<file path="config.mk">
export PLATFORM = sky130hd
export DESIGN_NAME = io_write_credit_fifo
export DESIGN_NICKNAME = d
export VERILOG_FILES = /design/src/rtl/io_write_credit_fifo.sv
export SDC_FILE = /design/constraint.sdc
export NUM_CORES = 1
export LEC_CHECK = 0
export CORE_ASPECT_RATIO = 0.9
export CORE_MARGIN = 2
export CORE_UTILIZATION = 55
export CTS_CLUSTER_DIAMETER = 120
export DETAILED_ROUTE_END_ITERATION = 10
export PLACE_DENSITY = 0.74
export SYNTH_ARGS = -nofsm -noshare
export SYNTH_HDL_FRONTEND = slang
export SYNTH_SLANG_ARGS = --single-unit
</file>
<file path="constraint.sdc">
create_clock -name clock -period 15.96 [get_ports clock]
set_input_delay 4.788 -clock clock [delete_from_list [all_inputs] [get_ports clock]]
set_output_delay 4.788 -clock clock [all_outputs]
set_load 0.02 [all_outputs]
</file>
<file path="src/rtl/io_write_credit_fifo.sv">
// I/O write path with per-port output FIFOs and credit-based flow control.
// Define IO_WRITE_FIFO_ERR_EN to add the sticky per-port err_overflow output.
module io_write_credit_fifo #(
    parameter int unsigned WORD_WIDTH      = 36,
    parameter int unsigned ADDR_WIDTH      = 10,
    parameter int unsigned PORT_COUNT      = 4,
    parameter int unsigned PORT_BASE_ADDR  = 1020,
    parameter int unsigned PORT_ADDR_WIDTH = 2,
    parameter int unsigned FIFO_DEPTH      = 4,
    parameter int unsigned FIFO_ADDR_WIDTH = 2
) (
    input  logic                             clock,
    input  logic                             reset_n,
    input  logic [ADDR_WIDTH-1:0]            addr_raw,
    input  logic                             IO_ready,
    input  logic [WORD_WIDTH-1:0]            ALU_result,
    input  logic [ADDR_WIDTH-1:0]            ALU_addr,
    input  logic                             ALU_write_is_IO,
    input  logic                             ALU_wren,
    output logic                             write_is_IO,
    output logic                             port_ready_masked,
    output logic [WORD_WIDTH-1:0]            data_RAM,
    output logic [ADDR_WIDTH-1:0]            addr_RAM,
    output logic                             wren_RAM,
    output logic [PORT_COUNT*WORD_WIDTH-1:0] port_data,
    output logic [PORT_COUNT-1:0]            port_valid,
    input  logic [PORT_COUNT-1:0]            port_pop
`ifdef IO_WRITE_FIFO_ERR_EN
    ,
    output logic [PORT_COUNT-1:0]            err_overflow
`endif
);

    localparam int unsigned CW = FIFO_ADDR_WIDTH + 1;
    localparam logic [ADDR_WIDTH:0] BaseExt = (ADDR_WIDTH+1)'(PORT_BASE_ADDR);
    localparam logic [ADDR_WIDTH:0] EndExt  = (ADDR_WIDTH+1)'(PORT_BASE_ADDR + PORT_COUNT);
    localparam logic [CW-1:0]       DepthCnt = CW'(FIFO_DEPTH);
    localparam logic [CW:0]         DepthExt = (CW+1)'(FIFO_DEPTH);
    localparam logic [CW-1:0]       FullXor  = {1'b1, {FIFO_ADDR_WIDTH{1'b0}}};

    function automatic logic is_port(input logic [ADDR_WIDTH-1:0] a);
        return ({1'b0, a} >= BaseExt) && ({1'b0, a} < EndExt);
    endfunction

    function automatic logic [PORT_ADDR_WIDTH-1:0] port_idx(input logic [ADDR_WIDTH-1:0] a);
        return PORT_ADDR_WIDTH'(a - ADDR_WIDTH'(PORT_BASE_ADDR));
    endfunction

    logic [CW-1:0]         credit_q [PORT_COUNT];
    logic [CW-1:0]         credit_d [PORT_COUNT];
    logic [CW:0]           sum_w    [PORT_COUNT];
    logic [CW-1:0]         wptr_q   [PORT_COUNT];
    logic [CW-1:0]         wptr_d   [PORT_COUNT];
    logic [CW-1:0]         rptr_q   [PORT_COUNT];
    logic [CW-1:0]         rptr_d   [PORT_COUNT];
    logic [WORD_WIDTH-1:0] head_q   [PORT_COUNT];
    logic [WORD_WIDTH-1:0] head_d   [PORT_COUNT];
    logic [WORD_WIDTH-1:0] mem_q    [PORT_COUNT][FIFO_DEPTH];

    logic [PORT_COUNT-1:0] pop_fire, push_req, push_fire, rel, res, full, empty;
    logic                  raw_is_io, alu_is_io, avail, reserve, ready_d;
    logic [PORT_ADDR_WIDTH-1:0] raw_idx, alu_idx;

    logic                  ready_q, res1_q, res2_q, wren_ram_q;
    logic [WORD_WIDTH-1:0] data_ram_q;
    logic [ADDR_WIDTH-1:0] addr_ram_q;

    always_comb begin
        raw_is_io = is_port(addr_raw);
        raw_idx   = port_idx(addr_raw);
        alu_is_io = ALU_write_is_IO && is_port(ALU_addr);
        alu_idx   = port_idx(ALU_addr);
        pop_fire  = '0;
        push_req  = '0;
        push_fire = '0;
        rel       = '0;
        res       = '0;
        full      = '0;
        empty     = '0;
        avail     = 1'b0;
        for (int i = 0; i < PORT_COUNT; i++) begin
            empty[i]     = (wptr_q[i] == rptr_q[i]);
            full[i]      = ((wptr_q[i] ^ rptr_q[i]) == FullXor);
            pop_fire[i]  = port_pop[i] && !empty[i];
            push_req[i]  = alu_is_io && ALU_wren && (alu_idx == PORT_ADDR_WIDTH'(i));
            // A full FIFO still accepts a push when its head leaves on the same edge.
            push_fire[i] = push_req[i] && (!full[i] || pop_fire[i]);
            rel[i]       = alu_is_io && !ALU_wren && (alu_idx == PORT_ADDR_WIDTH'(i));
        end
        // Credits returned this edge can be handed straight back to a new reservation.
        for (int i = 0; i < PORT_COUNT; i++) begin
            if (raw_is_io && (raw_idx == PORT_ADDR_WIDTH'(i))) begin
                avail = (credit_q[i] != '0) || pop_fire[i] || rel[i];
            end
        end
        reserve = raw_is_io && IO_ready && avail;
        ready_d = !raw_is_io || avail;
        for (int i = 0; i < PORT_COUNT; i++) begin
            res[i] = reserve && (raw_idx == PORT_ADDR_WIDTH'(i));
        end
    end

    always_comb begin
        for (int i = 0; i < PORT_COUNT; i++) begin
            sum_w[i] = {1'b0, credit_q[i]} + (CW+1)'(pop_fire[i]) + (CW+1)'(rel[i])
                       - (CW+1)'(res[i]);
            credit_d[i] = (sum_w[i] > DepthExt) ? DepthCnt : sum_w[i][CW-1:0];
            wptr_d[i]   = wptr_q[i] + CW'(push_fire[i]);
            rptr_d[i]   = rptr_q[i] + CW'(pop_fire[i]);
            head_d[i]   = head_q[i];
            if (wptr_d[i] != rptr_d[i]) begin
                if (push_fire[i] &&
                    (rptr_d[i][FIFO_ADDR_WIDTH-1:0] == wptr_q[i][FIFO_ADDR_WIDTH-1:0])) begin
                    head_d[i] = ALU_result;
                end else begin
                    head_d[i] = mem_q[i][rptr_d[i][FIFO_ADDR_WIDTH-1:0]];
                end
            end
        end
    end

    always_ff @(posedge clock) begin
        if (!reset_n) begin
            ready_q    <= 1'b0;
            res1_q     <= 1'b0;
            res2_q     <= 1'b0;
            wren_ram_q <= 1'b0;
            data_ram_q <= '0;
            addr_ram_q <= '0;
            for (int i = 0; i < PORT_COUNT; i++) begin
                credit_q[i] <= DepthCnt;
                wptr_q[i]   <= '0;
                rptr_q[i]   <= '0;
                head_q[i]   <= '0;
                for (int j = 0; j < FIFO_DEPTH; j++) begin
                    mem_q[i][j] <= '0;
                end
            end
        end else begin
            ready_q    <= ready_d;
            res1_q     <= reserve;
            res2_q     <= res1_q;
            wren_ram_q <= ALU_wren;
            data_ram_q <= ALU_result;
            addr_ram_q <= ALU_addr;
            for (int i = 0; i < PORT_COUNT; i++) begin
                credit_q[i] <= credit_d[i];
                wptr_q[i]   <= wptr_d[i];
                rptr_q[i]   <= rptr_d[i];
                head_q[i]   <= head_d[i];
                if (push_fire[i]) begin
                    mem_q[i][wptr_q[i][FIFO_ADDR_WIDTH-1:0]] <= ALU_result;
                end
            end
        end
    end

`ifdef IO_WRITE_FIFO_ERR_EN
    logic [PORT_COUNT-1:0] err_q, err_d;

    always_comb begin
        err_d = err_q;
        for (int i = 0; i < PORT_COUNT; i++) begin
            if ((push_req[i] && !push_fire[i]) || (sum_w[i] > DepthExt)) begin
                err_d[i] = 1'b1;
            end
        end
    end

    always_ff @(posedge clock) begin
        if (!reset_n) begin
            err_q <= '0;
        end else begin
            err_q <= err_d;
        end
    end

    assign err_overflow = err_q;
`endif

    always_comb begin
        for (int i = 0; i < PORT_COUNT; i++) begin
            port_data[i*WORD_WIDTH +: WORD_WIDTH] = head_q[i];
            port_valid[i] = !empty[i];
        end
    end

    assign port_ready_masked = ready_q;
    assign write_is_IO       = res2_q;
    assign wren_RAM          = wren_ram_q;
    assign data_RAM          = data_ram_q;
    assign addr_RAM          = addr_ram_q;

endmodule

</file>
=== Word level (Yosys, flattened, before mapping) ===
Memories as Yosys holds them, arrays and structs flattened.
Cells that the tools add are included.
Widths: inputs -> output; s select.

* Output and inout port bits: 197
* Flip-flop bits (word level): 50
* Word-level logic and storage cells: 1385
* Memory bits (writable): 756
* Input port bits: 65
* Memories kept: 5

{| class="wikitable"
|+ Memory list
! name !! words !! bits a word !! read ports !! clocked after memory_dff !! write ports !! RTL line !! RTL
|-
| mem_q || 4 || 144 || 4 || 0 || 4 || 58 || <nowiki>logic [WORD_WIDTH-1:0] mem_q [PORT_COUNT][FIFO_DEPTH];</nowiki>
|-
| head_q || 4 || 36 || 4 || 0 || 4 || 56 || <nowiki>logic [WORD_WIDTH-1:0] head_q [PORT_COUNT];</nowiki>
|-
| credit_q || 4 || 3 || 4 || 0 || 4 || 49 || <nowiki>logic [CW-1:0] credit_q [PORT_COUNT];</nowiki>
|-
| rptr_q || 4 || 3 || 4 || 0 || 4 || 54 || <nowiki>logic [CW-1:0] rptr_q [PORT_COUNT];</nowiki>
|-
| wptr_q || 4 || 3 || 4 || 0 || 4 || 52 || <nowiki>logic [CW-1:0] wptr_q [PORT_COUNT];</nowiki>
|}

* Bitwise gates (word level): 604
* Add/subtract/negate cells: 22
* Mux-type cells: 642
* Reductions and logical operators: 66
* Eq/ne operators: 22
* Order comparisons: 18

{| class="wikitable"
|+ Operators by type and width
! kind !! number
|-
| $mux 36 || 24
|-
| $or 1x1->1 || 592
|-
| $mux 1 || 590
|-
| $mux 144 || 4
|-
| $bmux 36 s2 || 4
|-
| $demux 36 s2 || 4
|-
| $mux 3 || 16
|-
| $logic_and 1x1->1 || 37
|-
| $add 3x1->3 || 8
|-
| $ge 3x3->1 const B || 8
|-
| $not 2->3 || 8
|-
| $ge 10x10->1 const B || 2
|-
| $add 3x1->4 || 4
|-
| $add 4x1->4 || 4
|-
| $gt 4x3->1 const B || 4
|-
| $sub 4x1->4 || 4
|-
| $logic_or 1x1->1 || 13
|-
| $eq 3x3->1 || 4
|-
| $eq 3x3->1 const B || 4
|-
| $lt 3x1->1 const B || 4
|-
| $ne 3x3->1 || 4
|-
| $reduce_bool 3->1 || 4
|-
| $xor 3x3->3 || 4
|-
| $logic_not 1->1 || 10
|-
| other kinds (5) || 14
|}

=== Depth between registers and ports, before layout ===
Gate-level depths: netlist of run 1.

* Depth in word-level cells: 15
* Gate-level depth with buffers: 15
* Gate-level depth less buffers: 14

=== Worst setup path after synthesis of run 1 ===
Ideal clock, no wire load.

* Path type: input-to-reg
* Start point: input ALU_write_is_IO
* End point: memory mem_q[2][108] (netlist name), enable pin
* Stages on the path: 4
* Buffers on the path: 0
* Slack: 7.273 ns
* Required time: 15.476 ns
* Setup time: 0.484 ns
* Arrival: 8.203 ns
* Path through: nand2_1 nor3_1 nand3_1 o31ai_1

{| class="wikitable"
|+ RTL lines
! what !! RTL line !! RTL
|-
| start, declared || 18 || <nowiki>input logic ALU_write_is_IO,</nowiki>
|-
| end, declared || 58 ||
|}

==> summary.txt, run 1 <==
Outcome
  • Outcome: finished clean

Worst setup path
  • Buffers and inverters on the worst path: 2
  • Cell class contributing the biggest share of worst-path delay: simple AND/OR/NAND/NOR gates
  • Largest stage delay on the critical path: 740 ps
  • Critical Path RT: around 16,000 ps
  • CP max-delay cell: clkdlybuf4s50_1
  • Sort of element at the end of the critical path: register
  • Startpoint type of the worst setup path: primary input
  • Worst setup startpoint: ALU_addr[0]
  • Maximum fanout count along the critical path: 9
  • Crit path DAT: 9140 ps
  • Critical path, cell by cell: clkdlybuf4s50_1 -> inv_2 -> or4_1 -> a2111oi_2 -> a21oi_1 -> nor4_1 -> ha_1 -> fa_1 -> fa_1 -> nand2_1 -> nand2_1 -> nand4b_1 -> or2_2
  • Start of the worst register-to-register path: wptr_q[3][1]
  • Kind of critical path: in -> reg

STA
  • Setup violations, final: 0
  • Final number of max-transition violations: 0
  • Setup repair after global routing missed its margin: no
  • Share of the clock period used by the worst path after layout: 54.1%
  • Max Clock Skew: 17.2 ps
  • Minimum period implied by the final worst setup slack: 8630 ps
  • Fmax: 116 MHz
  • Worst max-slew margin expressed relative to the limit: 16.8%
  • Setup WS post-layout: 7330 ps
  • Actual slew at the worst max-slew pin: 1250 ps
  • Final-report hold violation count: 0
  • Final TNS setup: 0 ps
  • Worst hold slack: 436 ps

Synth
  • Proportion of netlist area held by the largest area contributor: 28.9%
  • Yosys reg bits: 806
  • Fraction of registers with async set/reset: 0%
  • Top cells by area in the synthesized netlist: edfxtp_1 29%, dfxtp_1 29%, mux4_2 9.6%
  • Register area share after synthesis: 57.6%
  • Most used flip-flop cell after synthesis: dfxtp_1
  • Synthesis Warnings: 0
  • Count of unique library cells instantiated by Yosys: 64
  • Synthesized Nets: 3,042
  • Cell area after synthesis: 0.0336 mm2
  • Post-Syn Instances: 2,941
  • Cell type contributing the most total cell area after synthesis: edfxtp_1
  • Post-Syn Area per Cell: 11.4 um2
  • Number of synthesized flops with an enable pin: about 320

Floorplanning
  • Initial Utilization: a little under three fifths
  • Core box area: between 0.06 and 0.07 mm2
  • Floorplan row count: 85
  • Y dimension of the die: 239 um
  • Floorplan die area: 0.0632 mm2
  • I/O pin count: 262
  • Overall die width: 265 um

Placed design
  • Sum of net half-perimeters after detailed placement: 52,700 um
  • Post-place setup slack: around 6800 ps
  • Port-buffer cells: 261
  • Total placed cells including tap cells: 3,756
  • Placer's final routability congestion estimate: 0.845

Clock network
  • Cts bufs inserted: a little over 80
  • Maximum clock insertion buffer count: 3
  • Clock tree from TritonCTS: yes
  • Master cell of the clock root buffer: clkbuf_16
  • Total number of H-tree levels: 3
  • Clock input transition at the sequential cells of the worst setup and hold paths: roughly 60 ps
  • Number of post-CTS setup repair buffers: 0
  • Later-pin clock latency in the skew report: 630 ps
  • Number of sinks on the clock net: 806
  • Post-cts repair resize count: 0
  • Hold buffer count at CTS: 0

Final layout
  • Most frequent standard cell in the layout excluding fill and tap cells: nand2_1
  • Layout cells sized above 1: a little under an eighth
  • Commonest non-fill, non-tap cells in the layout: 622 x nand2_1, 482 x dfxtp_1, 324 x edfxtp_1, 260 x clkdlybuf4s50_1, 246 x and2_1
  • Post-Route Utilization: between 60 and 70%
  • Cell Count, Final, Fillers Out: 3,906
  • Layout overhead on the synthesized area: 15.9%
  • Final net count: about 3.2k

Power
  • Sw power: 891 uW
  • Clock share of power: approximately 45%
  • Power share of the sequential group: 51.5%
  • Gate power share: 3.6%
  • Leakage: 0.0138 uW
  • Switching power as a share of total power: 21.1%
  • Total internal power: around 3300 uW
  • Max VDD drop: 71.8 uV
  • Power Dens Cells: 108 mW/mm2

GRT
  • Met1 track demand over resource: 37.1%
  • Global route total overflow: 0
  • Global-route wire length before repair: 137,000 um
  • Antenna violations before repair: 2
  • Pin count of the biggest net entering global routing: 105
  • Global-route usage over all layers: 28.3%
  • Via count of the first global-routing pass: 23.8k
  • Global routing usage on met3: 5.72%
  • Met2 usage in global routing: 46.9%
  • GRT Max-Usage Layer: met2

Routing
  • Routed wirelength normalized by instance count: 22.9 um
  • Number of detailed-routing iterations run before antenna repair: 5
  • Post-detailed-route count of antenna-violating nets: 0
  • DRC violation count after routing: 0
  • Number of vias in the routed layout: 23.5k
  • Number of DRC markers in iteration 0: 2,312
  • Aggregate routed wire length: 89,300 um
  • DR vias/cell: 6.02

Hold path
  • Type of the tightest min-delay check: reg -> reg
  • HP Start: res1_q

Job
  • MaxCap Viol Count: 0
[per-layer routing]
metal,share of wire (%),vias up
met5,0,-
met4,3.2,0
met3,8.5,182
met2,49,1123
met1,40,11700
li1,-,10600
[sequential cells by signal, indices dropped and copies added (netlist names)]
signal / count
mem_q: 576
addr_RAM: 10
port_ready_masked: 1
rptr_q: 12
data_RAM: 36
wren_RAM: 1
credit_q: 12
write_is_IO: 1
wptr_q: 12
head_q: 144
res1_q: 1
[power groups by stage]
stage               sequential, uW  clock (uW)  combinational (uW)
floorplan                     2230           0                71.4
detailed placement            2220           0                 148
finish                        2180        1900                 150
CTS                           2180        1910                 149
global placement              2220           0                 146
global route                  2180        2000                 157
[worst reg2reg max path: stages (launching register included)]
cell	delay (ps)
dfxtp_1	490
xor2_1	210
o31ai_1	710
o311ai_0	300
a32oi_1	500
nor4b_1	130
ha_1	310
inv_1	60
fa_1	420
inv_1	100
fa_1	470
nor2b_1	170
o21ai_0	240
nor2_1	80
and2_1	160
[per-stage QoR]
step	area [um2]	total power, uW
5_1_grt	39000	4330
4_1_cts	39000	4240
2_1_floorplan	33600	2300
6_report	39000	4220
3_5_place_dp	36300	2370
3_3_place_gp	36300	2360
[cells in the mapped netlist, types with 3 or more instances]
| library cell | n |
|---|---|
| nand2_2 | 10 |
| mux2i_1 | 73 |
| nor2_1 | 23 |
| nand3_1 | 6 |
| clkbuf_2 | 9 |
| buf_2 | 74 |
| dfxtp_1 | 482 |
| fa_1 | 8 |
| clkbuf_1 | 143 |
| mux4_2 | 144 |
| nand2_1 | 622 |
| or4_1 | 7 |
| and2_1 | 246 |
| xor2_1 | 20 |
| nor4_4 | 5 |
| inv_1 | 28 |
| o31ai_1 | 10 |
| a31oi_1 | 72 |
| xnor2_1 | 32 |
| o21ai_0 | 118 |
| nor2b_1 | 4 |
| a21oi_1 | 246 |
| o21ai_1 | 30 |
| nor4_1 | 11 |
| and4_1 | 4 |
| or3_1 | 6 |
| buf_1 | 9 |
| nor3_1 | 8 |
| and4b_1 | 3 |
| or2_2 | 3 |
| ha_1 | 28 |
| buf_6 | 29 |
| nand4_1 | 8 |
| a21oi_2 | 10 |
| nand2b_1 | 8 |
| buf_4 | 9 |
| edfxtp_1 | 324 |
| a22o_1 | 35 |
[cells by family after synthesis]
kind of cell             Yosys count  share of synthesized area [%]
AO/OA/AOI/OAI                    537                           9.13
XOR/XNOR                          53                           1.40
adder cells (fa/ha/maj)           36                           1.52
buffers and inverters            303                           4.44
multiplexers                     217                           11.8
AND/OR/NAND/NOR                  989                           14.1
flip-flops                       806                           57.6
[final timing paths]
kind                                       end  slack, ps  depth (start not counted)
worst max-delay path            credit_q[2][2]       7330                         13
worst min-delay path               write_is_IO        440                          1
worst max register to register  credit_q[0][0]      11520                         14
worst min register to register     write_is_IO        440                          1
[area by class of cell]
type                            instances  area (um2)
Antenna cell                            2        5.00
Clock inverter                         23         210
Clock buffer                          125        2440
Timing Repair Buffer                  305        2940
Multi-Input combinational cell       1832       12900
Inverter                               30         118
Tap cell                              783         980
Sequential cell                       806       19400
Fill cell                            4377       21200
No activity file was read; power rests on OpenSTA's default activity.
==> run 2, diff against run 1 <==
Clock period 15.96 ns to 8.9 ns, I/O delays scaled along.
==> summary.txt, run 2 (synthesis results as in run 1) <==
Worst setup path
  • Largest stage delay on the critical path: 720 ps
  • Maximum fanout count along the critical path: 9
  • Startpoint type of the worst setup path: primary input
  • Crit path DAT: 7000 ps
  • Register-to-Register Path Depth: 11
  • Critical path, cell by cell: clkdlybuf4s50_1 -> inv_2 -> or4_1 -> a2111oi_2 -> a21oi_1 -> nor4_1 -> ha_1 -> inv_1 -> fa_1 -> inv_1 -> fa_1 -> nor2b_1 -> o21ai_0 -> nor2_1 -> and2_1
  • Start of the worst register-to-register path: wptr_q[1][1]
  • Critical Path RT: 9420 ps
  • Kind of critical path: in -> reg
  • Sort of element at the end of the critical path: register
  • Setup slack, reg-to-reg: 4430 ps
  • Capturing point of the worst reg2reg path: head_q[1][1]
  • CP max-delay cell: clkdlybuf4s50_1

GRT
  • Pin count of the biggest net entering global routing: 102
  • Global-route usage over all layers: between 20 and 30%
  • Via count of the first global-routing pass: between 20k and 25k
  • Antenna violations before repair: 3
  • Global-route wire length before repair: 137,000 um
  • Global route total overflow: 0

STA
  • Setup violations, final: 0
  • Share of the clock period used by the worst path after layout: 72.8%
  • Fmax: 154 MHz
  • Worst hold slack: between 400 and 500 ps
  • Minimum period implied by the final worst setup slack: 6480 ps
  • Max Clock Skew: ~13 ps
  • Final TNS setup: 0 ps
  • Setup repair after global routing missed its margin: no
  • Final number of max-transition violations: 0
  • Actual slew at the worst max-slew pin: 1300 ps
  • Final-report hold violation count: 0
  • Worst max-slew margin expressed relative to the limit: a little over an eighth

Hold path
  • Type of the tightest min-delay check: reg -> reg
  • Instance count along the most critical hold path: 1
  • Terminating pin of the worst hold path: write_is_IO
  • HP Start: res1_q

Floorplanning
  • Initial Utilization: about 56%
  • Overall die width: 265 um
  • Core box area: ~0.06 mm2
  • I/O pin count: 262
  • Floorplan row count: 85
  • Y dimension of the die: approximately 240 um
  • Floorplan die area: around 0.063 mm2

Final layout
  • Layout cells sized above 1: between 10 and 15%
  • Commonest non-fill, non-tap cells in the layout: 622 x nand2_1, 482 x dfxtp_1, 324 x edfxtp_1, 260 x clkdlybuf4s50_1, 246 x and2_1
  • Layout overhead on the synthesized area: 15.9%
  • Most frequent standard cell in the layout excluding fill and tap cells: nand2_1
  • Final design instance area without fill: 0.0390 mm2
  • Largest register FFs: roughly 580
  • Final net count: 3,157
  • Register bank with the most flops: mem_q

Placed design
  • Port-buffer cells: 261
  • Placer's final routability congestion estimate: 0.847
  • Sum of net half-perimeters after detailed placement: 53,300 um
  • Area after detailed placement: approximately 0.036 mm2

Clock network
  • Hold buffer count at CTS: 0
  • Clock tree from TritonCTS: yes
  • Maximum clock insertion buffer count: 3
  • Number of sinks on the clock net: around 800
  • Cts bufs inserted: 80
  • Number of post-CTS setup repair buffers: 0
  • Later-pin clock latency in the skew report: between 600 and 700 ps
  • Post-cts repair resize count: 0
  • Clock input transition at the sequential cells of the worst setup and hold paths: around 60 ps
  • Master cell of the clock root buffer: clkbuf_16
  • Total number of H-tree levels: 3

Routing
  • Post-detailed-route count of antenna-violating nets: 0
  • Aggregate routed wire length: just under 90,000 um
  • Routed wirelength normalized by instance count: 22.7 um
  • Number of detailed-routing iterations run before antenna repair: 6
  • Number of vias in the routed layout: ~23k
  • DRC violation count after routing: 0
  • Number of DRC markers in iteration 0: 2,173
  • DR vias/cell: 5.97

Power
  • Total internal power: 5940 uW
  • Power Dens Cells: 194 mW/mm2
  • Sw power: 1610 uW
  • Gate power share: 3.6%
  • Leakage: roughly 0.014 uW
  • Switching power as a share of total power: roughly a fifth
  • Max VDD drop: between 100 and 150 uV
  • Power share of the sequential group: 51.7%
  • Clock share of power: between 40% and 50%

Outcome
  • Outcome: finished clean

Job
  • MaxCap Viol Count: 0
run 2: cell types whose count changed in the layout (fill, tap and decap cells not counted):
| cell | before | now |
|---|---|---|
| clkinv_2 | 11 | 14 |
| bufinv_16 | 4 | 3 |
| clkbuf_2 | 0 | 1 |
| buf_4 | 44 | 45 |
| inv_6 | 2 | 4 |
| diode_2 | 2 | 3 |
| clkinv_1 | 7 | 4 |
| clkbuf_16 | 88 | 87 |
| clkinv_4 | 0 | 1 |
| clkinvlp_4 | 0 | 3 |
| clkbuf_1 | 27 | 22 |
| clkbuf_8 | 10 | 11 |
run 2: worst max path at each step:
stage,from,end,slack [ps],depth (start not counted)
6_report,ALU_addr[0],credit_q[1][0],2420,15
5_1_grt,ALU_addr[0],credit_q[2][2],2250,13
4_1_cts,ALU_addr[0],credit_q[2][2],2510,13
3_5_place_dp,ALU_addr[0],credit_q[2][2],1850,13
3_3_place_gp,ALU_addr[0],credit_q[3][2],1950,13
2_1_floorplan,ALU_write_is_IO,mem_q[2][108],2330,4
run 2: area by class of cell:
type | instances | area (um2)
Fill cell | 4453 | 21200
Sequential cell | 806 | 19400
Tap cell | 783 | 980
Antenna cell | 3 | 7.51
Clock buffer | 121 | 2420
Multi-Input combinational cell | 1832 | 12900
Inverter | 30 | 118
Clock inverter | 28 | 233
Timing Repair Buffer | 306 | 2950
run 2: through the flow:
| step | setup slack, ps | total power [uW] | util, % | instances |
|---|---|---|---|---|
| after detailed placement | 1850 | 4250 | 60.4 | 3757 |
| after CTS | 2510 | 7580 | 64.8 | 3906 |
| final | 2420 | 7550 | 64.8 | 3909 |
| after global placement | 1950 | 4240 | 60.4 | 3757 |
| after global routing | 2250 | 7740 | 64.8 | 3908 |
| after floorplan | 2330 | 4120 | - | 2941 |
run 2: critical path, delay by kind of cell:
kind	cells	cell delay (ps)
buf+inv	4	1040
simple gates	5	1390
compound gates	3	830
fa+ha+maj	3	1060
run 2: power by group through the flow:
| stage | Clock (uW) | Combinational [uW] | Sequential, uW |
|---|---|---|---|
| after floorplan | 0 | 128 | 3990 |
| after global placement | 0 | 261 | 3980 |
| after detailed placement | 0 | 266 | 3980 |
| after CTS | 3420 | 267 | 3900 |
| after global routing | 3560 | 282 | 3900 |
| final | 3380 | 268 | 3900 |
run 2: per-layer routing:
metal	global-route usage, %	vias up	wire length, um
met3	5.32	172	7410
li1	-	10500	-
met4	9.66	0	2590
met5	0	-	0
met2	47.3	1005	43200
met1	36.9	11600	35500
==> patch: new RTL, settings of run 2 <==
`data_ram_q` and `addr_ram_q` no longer have a reset.
--- a/src/rtl/io_write_credit_fifo.sv
+++ b/src/rtl/io_write_credit_fifo.sv
@@ -127,4 +127,2 @@
             wren_ram_q <= 1'b0;
-            data_ram_q <= '0;
-            addr_ram_q <= '0;
             for (int i = 0; i < PORT_COUNT; i++) begin
@@ -143,4 +141,2 @@
             wren_ram_q <= ALU_wren;
-            data_ram_q <= ALU_result;
-            addr_ram_q <= ALU_addr;
             for (int i = 0; i < PORT_COUNT; i++) begin
@@ -155,2 +151,7 @@
         end
+    end
+
+    always_ff @(posedge clock) begin
+        data_ram_q <= ALU_result;
+        addr_ram_q <= ALU_addr;
     end
Check against the original RTL: not equivalent (a bounded check fails within 4 cycles, from zero or initial values and one cycle with reset_n low; the reset may be asserted at any time).
==> patch against run 2 <==
Maximum frequency increased by 4.6%; die area decreased by 1.6%; combinational power down 7.8%; sequential power is essentially flat; sequential cell count unchanged; area after synthesis shrank 1.6%; design area is 0.69% lower; critical path depth is 2 lower; critical endpoint is now credit_q[3][2]$_SDFF_PN1_; first-iteration DRC count rose by 0.41%; setup slack better by 0.28 ns; power increased by 0.36%; routed wire length decreased by 1.6%.
==> patch: results (changes against run 2) <==
| Metric | Value |
|---|---|
| Status | `finished clean` |
| First-pass GRT wire length | `134 mm (-2.2%)` |
| Synth Area in Compound Gates | `0.0671 (-0.0242)` |
| Worst EP arrival | `6.70 ns (-0.30 ns)` |
| RD Place Congestion | `0.846 (-0.11%)` |
| Maximum VDD drop | `0.000132 V (-8.6%)` |
| Hold_ws | `0.449 ns (+0.00358 ns)` |
| WHS Endpoint | `mem_q[2][24]$_SDFFE_PN0P_` |
| Worst r2r src | `wptr_q[3][1]$_SDFF_PN0_` |
| Static Leakage | `0.0141 uW (+2.4%)` |
| Sequential share of the synthesized area | `0.586 (+0.00949)` |
| Number of global-route vias before repair | `22587 (-4.8%)` |
| Ant. Diodes | `0 (-3)` |
| Mean routed wirelength per cell | `23.3 um (+2.5%)` |
| FF-to-FF End | `head_q[3][33]$_SDFFE_PN0P_` |
| Hold path depth | `2 (+1)` |
| Critical Path Max Stage Delay | `0.56 ns (-0.16 ns)` |
| Final WS setup | `2.71 ns (+0.282 ns)` |
| Max stage delay cell, worst path | `fa_1` |
| Post-Synth XOR/XNOR Area | `0.0143 (+0.000269)` |
| Vias/cell | `5.95 (-0.26%)` |
| Worst slew margin | `0.172 (+0.0392)` |
| Post-synthesis mux area share | `0.163 (+0.0452)` |
| Hold Crit Start | `mem_q[2][24]$_SDFFE_PN0P_` |
| Switching share of power | `0.212 (-0.00164)` |
| Worst setup path start | `ALU_addr[6]` |
| Pwr dens | `196 mW/mm^2 (+1.1%)` |
| HPWL Detailed | `51.9 mm (-2.6%)` |
| Routed wire length | `87.4 mm (-1.6%)` |
| Syn avg cell area | `12.0 um^2 (+5.3%)` |
| Dpl cells | `3609 (-3.9%)` |
| Fill count | `4312 (-3.2%)` |
| Setup crit end | `credit_q[3][2]$_SDFF_PN1_` |
| Combinational power | `247 uW (-7.8%)` |
| Initial antenna violation count | `1 (-2)` |
| Synth cell types | `54 (-16%)` |
==> patch: changes by cell type in the layout (fill, tap and decap cells not counted), sizes merged, moves of 14 or more <==
cell,change
mux2i,+143
a22o,-34
nor2,+65
buf,-14
a31oi,-72
nand2,-184
and2,-43
==> patch: routing by layer <==
layer  wire [um]  part of all wire  vias up  GRT usage
met2       42000              0.48      881      0.468
met1       36300              0.42    11251      0.377
li1            -                 -    10021          -
met4        3340             0.038        0      0.110
met3        5730             0.066      200     0.0431
met5           0                 0        -          0
==> patch: cell type report <==
class,instances,area (um^2),share of cell area
well taps,783,980,0.0253
clock inverters,31,334,0.00863
inverters,29,116,0.00300
repair buffers,292,2840,0.0734
multi-input cells,1699,12700,0.329
flip-flops and latches,806,19400,0.500
clock buffers,116,2340,0.0605
==> patch: cell families after synthesis <==
kind of cell	Yosys count
flip-flops	806
AND/OR/NAND/NOR	821
buffers and inverters	242
adder cells (fa/ha/maj)	36
AO/OA/AOI/OAI	428
XOR/XNOR	54
multiplexers	360
